`config.mk`:
```
export PLATFORM = sky130hd
export DESIGN_NAME = mac_param_scheduler
export DESIGN_NICKNAME = d
export VERILOG_FILES = /design/src/rtl/mac_param_scheduler.sv
export SDC_FILE = /design/constraint.sdc
export NUM_CORES = 1
export LEC_CHECK = 0
export ABC_AREA = 1
export CAP_MARGIN = 10
export CORE_ASPECT_RATIO = 0.6
export CORE_MARGIN = 2
export CORE_UTILIZATION = 38
export CTS_BUF_LIST = sky130_fd_sc_hd__clkbuf_4
export DETAILED_ROUTE_END_ITERATION = 10
export SYNTH_ARGS = -nofsm -noshare
export SYNTH_HDL_FRONTEND = slang
export SYNTH_SLANG_ARGS = --single-unit
```
`constraint.sdc`:
```
create_clock -name clk -period 13.25 [get_ports clk]
set_clock_uncertainty 0.15 [all_clocks]
set_input_delay 3.3125 -clock clk [delete_from_list [all_inputs] [get_ports clk]]
set_output_delay 3.3125 -clock clk [all_outputs]
set_load 0.01 [all_outputs]
```
`src/rtl/mac_param_scheduler.sv`:
```
// Timestamp-driven parameter scheduler: queues MAC operand updates and applies
// each one when the free-running timestamp counter reaches its cmd_time.
module mac_param_scheduler #(
   parameter int FIFO_DEPTH  = 4,
   parameter int MAC_LATENCY = 3
) (
   input  logic                               clk,
   input  logic                               reset,
   input  logic                               cmd_valid,
   output logic                               cmd_ready,
   input  logic [47:0]                        cmd_time,
   input  logic [47:0]                        cmd_freq,
   input  logic [13:0]                        cmd_phase,
   input  logic [47:0]                        cmd_acc,
   input  logic                               run,
   input  logic                               flush,
   input  logic                               ts_load,
   input  logic [47:0]                        ts_load_value,
   output logic [47:0]                        mac_A,
   output logic [47:0]                        mac_B,
   output logic [13:0]                        mac_C,
   output logic [47:0]                        mac_D,
   output logic [47:0]                        mac_E,
   input  logic [47:0]                        mac_result,
   output logic [47:0]                        phase_out,
   output logic                               phase_valid,
   output logic                               update_strobe,
   output logic                               late_flag,
   output logic [15:0]                        late_count,
   output logic [$clog2(FIFO_DEPTH):0]        queue_level
);

   localparam int AW    = $clog2(FIFO_DEPTH);
   localparam int LVL_W = AW + 1;
   localparam int PIPE  = MAC_LATENCY + 1;
   localparam int CMD_W = 48 + 48 + 14 + 48;

   typedef enum logic [1:0] {
      ST_STOPPED = 2'd0,
      ST_WAIT    = 2'd1,
      ST_ARMED   = 2'd2
   } state_t;

   state_t             state_r;
   state_t             next_state_s;
   logic [CMD_W-1:0]   mem_r [FIFO_DEPTH];
   logic [AW-1:0]      rd_ptr_r;
   logic [AW-1:0]      wr_ptr_r;
   logic [LVL_W-1:0]   level_next_s;
   logic [47:0]        ts_r;
   logic [CMD_W-1:0]   head_s;
   logic [47:0]        head_time_s;
   logic               push_s;
   logic               apply_s;
   logic               late_s;
   logic [PIPE-1:0]    valid_sr_r;
   logic [PIPE-1:0]    strobe_sr_r;

   assign head_s        = mem_r[rd_ptr_r];
   assign head_time_s   = head_s[CMD_W-1 -: 48];
   assign mac_D         = ts_r;
   assign phase_valid   = valid_sr_r[PIPE-1];
   assign update_strobe = strobe_sr_r[PIPE-1];

   // Apply/late decision and queue occupancy; flush discards both push and pop.
   // Both compare operands are flops, keeping the compare off the operand path.
   always_comb begin
      push_s       = cmd_valid & cmd_ready & ~flush;
      apply_s      = 1'b0;
      late_s       = 1'b0;
      level_next_s = queue_level;
      if (!flush && run && (state_r == ST_ARMED) && (queue_level != {LVL_W{1'b0}})
          && (head_time_s <= ts_r)) begin
         apply_s = 1'b1;
         late_s  = (head_time_s < ts_r);
      end else begin
         apply_s = 1'b0;
         late_s  = 1'b0;
      end
      if (flush) begin
         level_next_s = {LVL_W{1'b0}};
      end else if (push_s && !apply_s) begin
         level_next_s = queue_level + {{(LVL_W-1){1'b0}}, 1'b1};
      end else if (!push_s && apply_s) begin
         level_next_s = queue_level - {{(LVL_W-1){1'b0}}, 1'b1};
      end else begin
         level_next_s = queue_level;
      end
   end

   // Next-state: state follows run and the queue occupancy after this edge
   always_comb begin
      next_state_s = ST_STOPPED;
      if (!run) begin
         next_state_s = ST_STOPPED;
      end else if (level_next_s == {LVL_W{1'b0}}) begin
         next_state_s = ST_WAIT;
      end else begin
         next_state_s = ST_ARMED;
      end
   end

   // State register
   always_ff @(posedge clk) begin
      if (reset) begin
         state_r <= ST_STOPPED;
      end else begin
         state_r <= next_state_s;
      end
   end

   // Command storage; contents are only meaningful below queue_level
   always_ff @(posedge clk) begin
      if (push_s) begin
         mem_r[wr_ptr_r] <= {cmd_time, cmd_freq, cmd_phase, cmd_acc};
      end
   end

   // Queue pointers, occupancy and ready
   always_ff @(posedge clk) begin
      if (reset || flush) begin
         rd_ptr_r    <= {AW{1'b0}};
         wr_ptr_r    <= {AW{1'b0}};
         queue_level <= {LVL_W{1'b0}};
         cmd_ready   <= ~reset;
      end else begin
         if (push_s) begin
            wr_ptr_r <= wr_ptr_r + {{(AW-1){1'b0}}, 1'b1};
         end
         if (apply_s) begin
            rd_ptr_r <= rd_ptr_r + {{(AW-1){1'b0}}, 1'b1};
         end
         queue_level <= level_next_s;
         cmd_ready   <= (level_next_s < LVL_W'(FIFO_DEPTH));
      end
   end

   // Timestamp counter, active operands, late tracking and result pipeline
   always_ff @(posedge clk) begin
      if (reset) begin
         ts_r        <= 48'd0;
         mac_A       <= 48'd0;
         mac_B       <= 48'd0;
         mac_C       <= 14'd0;
         mac_E       <= 48'd0;
         phase_out   <= 48'd0;
         late_flag   <= 1'b0;
         late_count  <= 16'd0;
         valid_sr_r  <= {PIPE{1'b0}};
         strobe_sr_r <= {PIPE{1'b0}};
      end else begin
         if (ts_load) begin
            ts_r <= ts_load_value;
         end else if (run) begin
            ts_r <= ts_r + 48'd1;
         end
         if (apply_s) begin
            {mac_A, mac_B, mac_C, mac_E} <= head_s;
         end
         if (late_s) begin
            late_flag <= 1'b1;
            if (late_count != 16'hFFFF) begin
               late_count <= late_count + 16'd1;
            end
         end
         phase_out   <= mac_result;
         valid_sr_r  <= (valid_sr_r << 1) | PIPE'(run);
         strobe_sr_r <= (strobe_sr_r << 1) | PIPE'(apply_s);
      end
   end

endmodule
```
## Word-level counts from Yosys, hierarchy flattened

Memory sizes are Yosys's and may differ from the RTL's. A register that Yosys moved wholly into a read port is not among the register bits.
Index checks and enable logic that the tools add are counted.

| operators by class | value |
|---|---|
| add/sub/neg operators | 6 |
| magnitude comparators | 3 |
| equality and inequality tests | 2 |
| multiplexer cells | 13 |
| bitwise gates (word level) | 7 |
| reduce and logical (&&, ||, !) cells | 15 |

Operator list:

| cell | number |
|---|---|
| $mux 48 | 2 |
| $add 48x1->48 const B | 1 |
| $le 48x48->1 | 1 |
| $lt 48x48->1 | 1 |
| $add 16x1->16 const B | 1 |
| $ne 16x16->1 const B | 1 |
| $mux 3 | 3 |
| $or 4x1->4 | 2 |
| $logic_and 1x1->1 | 6 |
| $mux 2 | 3 |
| $mux 1 | 5 |
| $add 2x1->2 const B | 2 |
| $add 3x1->3 const B | 1 |
| $logic_not 1->1 | 3 |
| $logic_not 3->1 | 1 |
| $lt 3x3->1 const B | 1 |
| $not 1->1 | 3 |
| $reduce_bool 3->1 | 1 |
| $sub 3x1->3 const B | 1 |
| $and 1x1->1 | 2 |
| $eq 2x2->1 const B | 1 |
| $reduce_and 2->1 | 1 |
| $reduce_bool 2->1 | 1 |
| $reduce_or 2->1 | 1 |
| $logic_or 1x1->1 | 1 |

| word-level totals | value |
|---|---|
| register bits after elaboration | 289 |
| bits in writable memories | 632 |
| bits of input ports | 260 |
| output and inout bits | 277 |
| logic and storage cells | 62 |
| memories kept | 1 |

Memories:

| name | depth | bits a word | rd ports | clocked after Yosys merged registers in | write ports | line | RTL |
|---|---|---|---|---|---|---|---|
| mem_r | 4 | 158 | 1 | 1 | 1 | 46 | `logic [CMD_W-1:0] mem_r [FIFO_DEPTH];` |

## Logic depth before layout (Yosys ltp)

Gate-level depths: netlist of the first run.

| logic depth | value |
|---|---|
| word-level depth | 12 |
| gate-level depth with buffers | 28 |
| mapped depth without buffers | 24 |

## Worst setup path after synthesis of the first run

OpenSTA, ideal clock, no wires.

| timing | value |
|---|---|
| kind | in2reg |
| start | in cmd_valid |
| end | mem mem_r[0][0] in the netlist's numbering, enable pin |
| library setup time | 0.678 ns |
| arrival | 10.239 ns |
| data required time | 12.422 ns |
| path slack | 2.183 ns |
| stages on the path | 4 |
| buffers on the path | 0 |
| path through | nand2_1 nor2_1 inv_1 nor2_1 |

| between the ends | value |
|---|---|
| word-level cells in the longest chain between the ends | 4 |

RTL lines:

| element | line | RTL |
|---|---|---|
| from (decl) | 9 | `input logic cmd_valid,` |
| $and 1x1->1 (2 in a row) | 68 | `push_s = cmd_valid & cmd_ready & ~flush;` |
| $mux 1 | 114 | `if (push_s) begin` |
| $mux 1 (implied by the code) | 115 | `mem_r[wr_ptr_r] <= {cmd_time, cmd_freq, cmd_phase, cmd_acc};` |
| to (decl) | 46 |  |

No other way between the ends.

## Worst setup path in the final report of the first run

| timing | value |
|---|---|
| start | in run |
| end | reg mac_E[37] |

| between the ends | value |
|---|---|
| word-level cells in the longest chain between the ends | 5 |

RTL lines:

| element | line | RTL |
|---|---|---|
| from (decl) | 15 | `input logic run,` |
| $logic_and 1x1->1 (3 in a row) | 72 | `if (!flush && run && (state_r == ST_ARMED) && (queue_level != {LVL_W{1'b0}})` |
| $logic_and 1x1->1 | 73 | `&& (head_time_s <= ts_r)) begin` |
| $mux 1 | 72 |  |
| to (signal assigned) | 158 | `{mac_A, mac_B, mac_C, mac_E} <= head_s;` |
| to (decl) | 23 | `output logic [47:0] mac_E,` |

No other way between the ends.
A chain may end at the register's enable or synchronous reset.

==> results of run 1 <==
-- where the power goes --
| group | internal (W) | switching, W | total, W |
|---|---|---|---|
| Sequential | 0.00311 | 0.0000207 | 0.00313 |
| Clock | 0.00121 | 0.00114 | 0.00234 |
| Combinational | 0.000136 | 0.000138 | 0.000275 |
| Total | 0.00445 | 0.00130 | 0.00575 |
-- per-layer routing --
layer / track usage / wire length (um) / vias up
met5: 0 / 92 / -
met4: 0.0749 / 2440 / 14
met3: 0.0540 / 6630 / 173
met2: 0.298 / 45100 / 738
met1: 0.287 / 45700 / 12200
li1: - / - / 12500
-- flip-flops by register name, indices dropped and copies added (netlist names), 4 cells and up, named ones only --
name,count
valid_sr_r,4
mac_B,48
strobe_sr_r,4
mac_A,48
mac_D,48
mac_E,48
mem_r,632
phase_out,48
mac_C,14
late_count,16
-- kinds of logic after synthesis --
family	share of synthesized area
flops	0.693
xor+xnor	0.0113
compound gates	0.123
buf+inv	0.0384
simple gates	0.114
fa+ha+maj	0.0199
-- worst max-delay path: stages --
cell             delay, ps
clkdlybuf4s50_1        740
nand4_1                200
nor2_1                 120
nand3_1                 80
nor2_1                 110
nand3_2                210
nand2_8                500
buf_4                  800
buf_4                  790
o21ai_0                230
a21oi_1                200
-- how the worst min path moves through the flow --
stage                         startpoint                         to  slack (ps)  cells past startpoint
6_report       strobe_sr_r[1]$_SDFF_PP0_  strobe_sr_r[2]$_SDFF_PP0_         250                      2
5_1_grt         valid_sr_r[2]$_SDFF_PP0_   valid_sr_r[3]$_SDFF_PP0_         250                      2
4_1_cts        strobe_sr_r[1]$_SDFF_PP0_  strobe_sr_r[2]$_SDFF_PP0_         250                      2
3_5_place_dp   strobe_sr_r[1]$_SDFF_PP0_  strobe_sr_r[2]$_SDFF_PP0_         240                      2
3_3_place_gp   strobe_sr_r[1]$_SDFF_PP0_  strobe_sr_r[2]$_SDFF_PP0_         240                      2
2_1_floorplan  strobe_sr_r[0]$_SDFF_PP0_  strobe_sr_r[1]$_SDFF_PP0_         240                      2
-- per-stage QoR --
stage | hold WS [ps] | power (W) | setup slack (ps)
2_1_floorplan | 238 | 0.00330 | 2180
3_3_place_gp | 240 | 0.00347 | 5780
3_5_place_dp | 244 | 0.00347 | 5640
4_1_cts | 247 | 0.00584 | 6850
5_1_grt | 246 | 0.00601 | 6280
6_report | 247 | 0.00575 | 6670
-- layout by cell type, fill, tap and decap left out, types with 9 or more instances in the layout --
cell,instances
a21oi_1,267
inv_2,9
edfxtp_1,632
ha_1,57
diode_2,14
nor2_1,309
buf_4,18
clkdlybuf4s50_1,535
clkinv_1,44
a31oi_1,35
dfxtp_1,289
o21ai_0,273
nand4_1,19
nand3_1,35
clkbuf_4,329
o22ai_1,48
a32o_1,110
xor2_1,44
nor3_1,28
nand2_1,582
inv_1,160
-- cell type report --
cell class / count / area (um2)
clock inverter: 60 / 364
multi-input combinational: 1859 / 9660
inverter: 170 / 658
timing repair buffer: 558 / 5590
clock buffer: 329 / 2470
fill: 8484 / 48500
antenna: 14 / 35.0
sequential: 923 / 24800
tap: 1246 / 1560
==> run metrics, run 1 <==
run status complete, no violations; Num Clock Sinks 923; Min-Delay Path Class reg2reg; WL/cell 19.4 um; final setup vio count 0; core area 0.0936 mm2; die height 242 um; first-pass GRT wire length 150 mm; All-Layer GR Usage 0.203; measured slew at the worst slew-check pin 1180 ps; initial DRC count 2081; register-to-register setup slack 6800 ps; mean post-synth cell area 11.4 um2; H-tree depth 4; HPWL after DPL 61.0 mm; Slew Viols, Final 0; Routed Antenna Nets 0; max cap viols 0; TNS Setup 0 ps; largest net degree at the start of global routing 205; reg2reg path depth 15; Finished Cell Area 0.0451 mm2; Starting Density 0.382; area leader, netlist edfxtp_1; most common cell in the netlist edfxtp_1; Crit. End Element flop; Std-Cell Rows 87; hold_buf cts 0; Crit Path Class in2reg; final hold vios 0; drt via density 4.96; Clk Latency, worst-skew pair 1120 ps; CTS root buffer clkbuf_4; Post-synth EDFFs 632; CTS resizes 0; ys flop type edfxtp_1; cell count after synthesis 3137; sequential area share after synthesis 0.693; worst-path fanout max 99; Placement Cell Area 0.0423 mm2; Yosys top cell area share 0.530; Worst slew margin 0.210; commonest cells in the netlist 632 x edfxtp_1, 582 x nand2_1, 315 x nor2_1, 291 x dfxtp_1, 273 x o21ai_0; RSZ-0062 raised after global routing false; fmax 152 MHz; Area Overhead vs Synth 26.1%; Post-CTS Setup Bufs 0; post-synthesis register bit count 923; DRT Pass-1 Iters 5; FF-to-FF End mac_E[37]$_SDFFE_PP0N_; required time of the critical path 14120 ps; asr flop ratio synth 0; Worst Path Arrival 7450 ps; final net count 4041; DIE AREA 0.0967 mm2; critical path startpoint run; Yosys cell types 43; Port Buf Inserts 536; I/O pin count 537; total wire length 99.9 mm; vias post-DR 25600; Mapped Nets 3454; ranking of synthesized cells by area edfxtp_1 53%, dfxtp_1 16%, nand2_1 6.1%; Max IR drop VDD 0.0684 mV; Die X-Extent 400 um; Syn. warnings 0; total congestion overflow 0; DRC viols 0; leakage power figure 16.5 nW; Period minus WS final 6580 ps; final core utilization 0.482; Setup crit end mac_E[37]$_SDFFE_PP0N_; Cells after DPL 4756; vias in the first global route 24100; GPL Wtd Cong 0.958; Max clock buf depth 3; crit start category primary input; Netlist Area Pre-Place 0.0358 mm2; post-route insts no fill 5159; CTS tree done; layout cell share with drive strength beyond 1 0.105; initial antenna violation count 18; Num CTS Buffers 212; Cell Pwr Density 127 mW/mm2; period utilization 0.497; Worst-path clk slew 70 ps
Note: power is estimated with default switching activity, not from simulation.
==> inputs of run 2 (changes only) <==
==> constraint.sdc (replaced) <==
create_clock -name clk -period 5.8 [get_ports clk]
set_clock_uncertainty 0.15 [all_clocks]
set_input_delay 1.45 -clock clk [delete_from_list [all_inputs] [get_ports clk]]
set_output_delay 1.45 -clock clk [all_outputs]
set_load 0.01 [all_outputs]
==> run 2 against run 1 <==
  * Routed wire length rose by 0.23%
  * Worst hold slack improved by 2.3 ps
  * Register-to-register slack got worse by 6100 ps
  * Highest routed layer unchanged
  * Cell count rose by 0.35%
  * Utilization rose by 0.25 points
  * Critical path depth rose by 4
  * Sequential share of layout area fell by 0.29 points
  * Setup slack got worse by 6000 ps
  * Global-route usage rose by 0.17 points
  * Critical path type is now reg2reg
  * Sequential power rose by 130%
  * Largest power group unchanged
  * Flip-flop and latch count did not move
==> run metrics, run 2 (synthesis gave the netlist of run 1 again) <==
run status complete, no violations; CTS root buffer clkbuf_4; met2 usage 0.308; FF-to-FF End mac_C[0]$_SDFFE_PP0N_; max FFs per register 632; Worst Path Arrival 5980 ps; layout cell share with drive strength beyond 1 0.108; met1 GRT Util 0.289; Std-Cell Rows 87; Worst-path clk slew 70 ps; register-to-register setup slack 700 ps; Num CTS Buffers 213; I/O pin count 537; total wire length 100 mm; initial DRC count 1966; commonest non-fill, non-tap cell in the layout edfxtp_1; required time of the critical path 6670 ps; core area 0.0936 mm2; final hold vios 0; Cells after DPL 4768; drt via density 4.99; leakage power figure 16.6 nW; DIE AREA 0.0967 mm2; Hold Slack 249 ps; Max clock buf depth 3; final setup vio count 0; DRC viols 0; vias post-DR 25800; max cap viols 0; GPL Wtd Cong 0.946; reg2reg path depth 15; die height 242 um; FILL cells 8596; All-Layer GR Usage 0.204; HPWL after DPL 62.7 mm; Clk Latency, worst-skew pair 1140 ps; Worst Hold Launch valid_sr_r[2]$_SDFF_PP0_; Reg with most FFs mem_r; Cell Pwr Density 290 mW/mm2; Post-CTS Setup Bufs 0; Die X-Extent 400 um; DRT Pass-1 Iters 6; initial antenna violation count 16; Num Clock Sinks 923; Crit Path Class reg2reg; RSZ-0062 raised after global routing false; Slew Viols, Final 0; fmax 196 MHz; Hold Path Cell Cnt 2; WL/cell 19.3 um; crit start category flop; final net count 4054; Routed Antenna Nets 0; Crit. End Element flop; first-pass GRT wire length 151 mm; largest net degree at the start of global routing 179; Min-Delay Path Class reg2reg; Hold EP valid_sr_r[3]$_SDFF_PP0_; grt met3 use 0.0493; post-route insts no fill 5177; total congestion overflow 0; hold_buf cts 0; Port Buf Inserts 536; most used routing layer met2; Starting Density 0.382; CTS tree done; final core utilization 0.485; Period minus WS final 5100 ps; Max IR drop VDD 0.195 mV; CTS resizes 0; Worst slew margin 0.350; worst-path fanout max 139; period utilization 0.880; highest-count cells in the layout ignoring fill and taps 632 x edfxtp_1, 582 x nand2_1, 535 x clkdlybuf4s50_1; post-layout power 0.0132 W; measured slew at the worst slew-check pin 975 ps; Area Overhead vs Synth 26.8%; H-tree depth 4; vias in the first global route 24300
## run 2: cell count changes in the layout (fill, tap and decap cells not counted), sizes merged
cell / before / now
buf: 23 / 35
clkbuf: 329 / 325
clkinv: 53 / 58
diode: 14 / 16
inv: 172 / 175
## run 2: worst max-delay path by stage
stage | endpoint | slack, ps | cells past startpoint
finish | mac_C[0]$_SDFFE_PP0N_ | 700 | 15
global route | mac_E[41]$_SDFFE_PP0N_ | 370 | 15
CTS | mac_E[29]$_SDFFE_PP0N_ | 890 | 15
detailed placement | mac_E[37]$_SDFFE_PP0N_ | 910 | 10
global placement | mac_E[41]$_SDFFE_PP0N_ | 1030 | 15
floorplan | mem_r[0][0]$_DFFE_PP_ | -760 | 4
## run 2: per-layer routing
layer | up-vias | share of wire
met5 | - | 0.00010
met4 | 2 | 0.023
met3 | 146 | 0.061
met2 | 745 | 0.46
met1 | 12500 | 0.46
li1 | 12500 | -
## run 2: worst max-delay path, cell delays in order (launching register included)
cell and delay (ps):
dfxtp_4 720, inv_8 380, o21ai_0 300, o22ai_1 130, ha_1 310, nand2_1 50, inv_1 60, nand3_1 70
nor3_1 320, nand2_1 280, nor2_1 190, nand2_1 250, nand2_8 350, buf_4 770, o21ai_0 210, a21oi_1 180
## run 2: where the power goes
| part | switching [W] | internal, W | total, W |
|---|---|---|---|
| clock | 0.00263 | 0.00275 | 0.00537 |
| sequential | 0.0000479 | 0.00711 | 0.00716 |
| combinational | 0.000315 | 0.000314 | 0.000630 |
## run 2: stage by stage
step	setup slack [ps]	area [um2]	TNS (ps)
floorplan	-759	35800	-479630
global route	371	45400	0
global placement	1030	42500	0
CTS	894	45300	0
detailed placement	905	42500	0
finish	697	45400	0
## run 2: area by class of cell
cell class                      instances  area (um2)  area share
Antenna cell                           16        40.0    0.000882
Clock buffer                          325        2440      0.0538
Clock inverter                         68         413     0.00910
Inverter                              170         656      0.0144
Multi-Input combinational cell       1859        9660       0.213
Sequential cell                       923       24800       0.547
Tap cell                             1246        1560      0.0344
Timing Repair Buffer                  570        5810       0.128
==> inputs of run 3 (changes only) <==
--- a/config.mk
+++ b/config.mk
@@ -8,7 +8,6 @@
 export ABC_AREA = 1
 export CAP_MARGIN = 10
 export CORE_ASPECT_RATIO = 0.6
-export CORE_MARGIN = 2
 export CORE_UTILIZATION = 38
 export CTS_BUF_LIST = sky130_fd_sc_hd__clkbuf_4
 export DETAILED_ROUTE_END_ITERATION = 10
==> run 3 against run 2 <==
  * First-iteration DRC count down 3.6%
  * Cell count up 0.12%
  * Worst hold slack better by 5.8 ps
  * Die area down 1.3%
  * Combinational power up 0.6%
  * Flip-flop and latch count unchanged
  * Register-to-register slack better by 350 ps
==> run metrics, run 3 (synthesis gave the netlist of run 1 again) <==
All-Layer GR Usage 0.207; reg2reg path depth 14; total wire length 101 mm; total congestion overflow 0; commonest non-fill, non-tap cell in the layout edfxtp_1; Num CTS Buffers 213; register-to-register setup slack 1040 ps; Port Buf Inserts 536; Worst Path Arrival 5580 ps; vias post-DR 25900; final net count 4062; worst-path fanout max 105; final core utilization 0.491; highest-count cells in the layout ignoring fill and taps 632 x edfxtp_1, 582 x nand2_1, 535 x clkdlybuf4s50_1; CTS root buffer clkbuf_4; DRC viols 0; initial antenna violation count 23; final hold vios 0; crit start category flop; RSZ-0062 raised after global routing false; post-layout power 0.0133 W; first-pass GRT wire length 150 mm; Cell Pwr Density 292 mW/mm2; DIE AREA 0.0954 mm2; Hold EP strobe_sr_r[2]$_SDFF_PP0_; measured slew at the worst slew-check pin 1190 ps; Max clock buf depth 3; drt via density 5.00; Period minus WS final 4760 ps; H-tree depth 4; Routed Antenna Nets 0; Worst slew margin 0.202; CTS resizes 0; Crit. End Element flop; final setup vio count 0; Post-CTS Setup Bufs 0; Max IR drop VDD 0.186 mV; vias in the first global route 24100; Starting Density 0.387; Area Overhead vs Synth 27.1%; HPWL after DPL 64.4 mm; max FFs per register 632; max cap viols 0; fmax 210 MHz; CTS tree done; run status complete, no violations; period utilization 0.820; Cells after DPL 4762; Die X-Extent 398 um; leakage power figure 16.7 nW; Min-Delay Path Class reg2reg; Crit Path Class reg2reg; Std-Cell Rows 86; Worst-path clk slew 70 ps; layout cell share with drive strength beyond 1 0.113; Worst Hold Launch strobe_sr_r[1]$_SDFF_PP0_; FF-to-FF End mac_E[43]$_SDFFE_PP0N_; Reg with most FFs mem_r; post-route insts no fill 5183; I/O pin count 537; required time of the critical path 6630 ps; die height 240 um; Slew Viols, Final 0; Hold Path Cell Cnt 2; hold_buf cts 0; WL/cell 19.5 um; Clk Latency, worst-skew pair 1170 ps; GPL Wtd Cong 0.969; initial DRC count 1895; largest net degree at the start of global routing 117; core area 0.0925 mm2; DRT Pass-1 Iters 6; Num Clock Sinks 923
run 3: changes by cell type in the layout (fill, tap and decap cells not counted), sizes merged:
cell / change
clkbuf: +24
clkinv: -14
buf: +8
diode: +4
inv: -2
run 3: worst max path at each step:
stage,start,endpoint,slack [ps],cells after the start
after floorplan,cmd_valid,mem_r[0][0]$_DFFE_PP_,-760,4
after global placement,flop,mac_A[23]$_SDFFE_PP0N_,1300,15
after detailed placement,flop,mac_A[24]$_SDFFE_PP0N_,1210,15
after CTS,flop,mac_A[24]$_SDFFE_PP0N_,1200,15
after global routing,flop,mac_E[39]$_SDFFE_PP0N_,780,14
final,flop,mac_E[43]$_SDFFE_PP0N_,1040,14
run 3: where the power goes:
| group | internal [W] | total [W] | switching, W |
|---|---|---|---|
| clock network | 0.00289 | 0.00550 | 0.00261 |
| registers | 0.00711 | 0.00716 | 0.0000475 |
| logic | 0.000316 | 0.000634 | 0.000319 |
run 3: cell type report:
class	instances	area (um2)
well taps	1232	1540
flip-flops and latches	923	24800
inverters	170	656
multi-input cells	1859	9660
repair buffers	578	5840
diodes	20	50.0
clock buffers	349	2620
fillers	8432	47100
clock inverters	52	308
run 3: layer usage:
metal,part of all wire,wire length (um),track usage
met3,0.069,6930,0.0612
met1,0.46,46700,0.291
met5,0.0013,129,0.00714
met4,0.018,1770,0.0716
met2,0.45,45400,0.303
run 3: worst max-delay path: stages, from the launching register on:
cell     delay (ps)
dfxtp_4         460
inv_8           440
o21ai_0         160
o22ai_1         350
ha_1            190
nand2_1         110
nor3_1          830
nand2_1         120
nand2_1         200
nand2_1         100
nand3_2         210
nand2_8         310
buf_12          330
o21ai_0         240
a21oi_1          70
run 3: metrics by stage:
step / hold WS, ps / setup TNS, ps / worst slack, ps / area [um2]
5_1_grt: 277 / 0 / 781 / 45500
2_1_floorplan: 238 / -479630 / -759 / 35800
4_1_cts: 258 / 0 / 1200 / 45400
3_3_place_gp: 238 / 0 / 1300 / 42500
6_report: 255 / 0 / 1040 / 45500
3_5_place_dp: 248 / 0 / 1210 / 42500
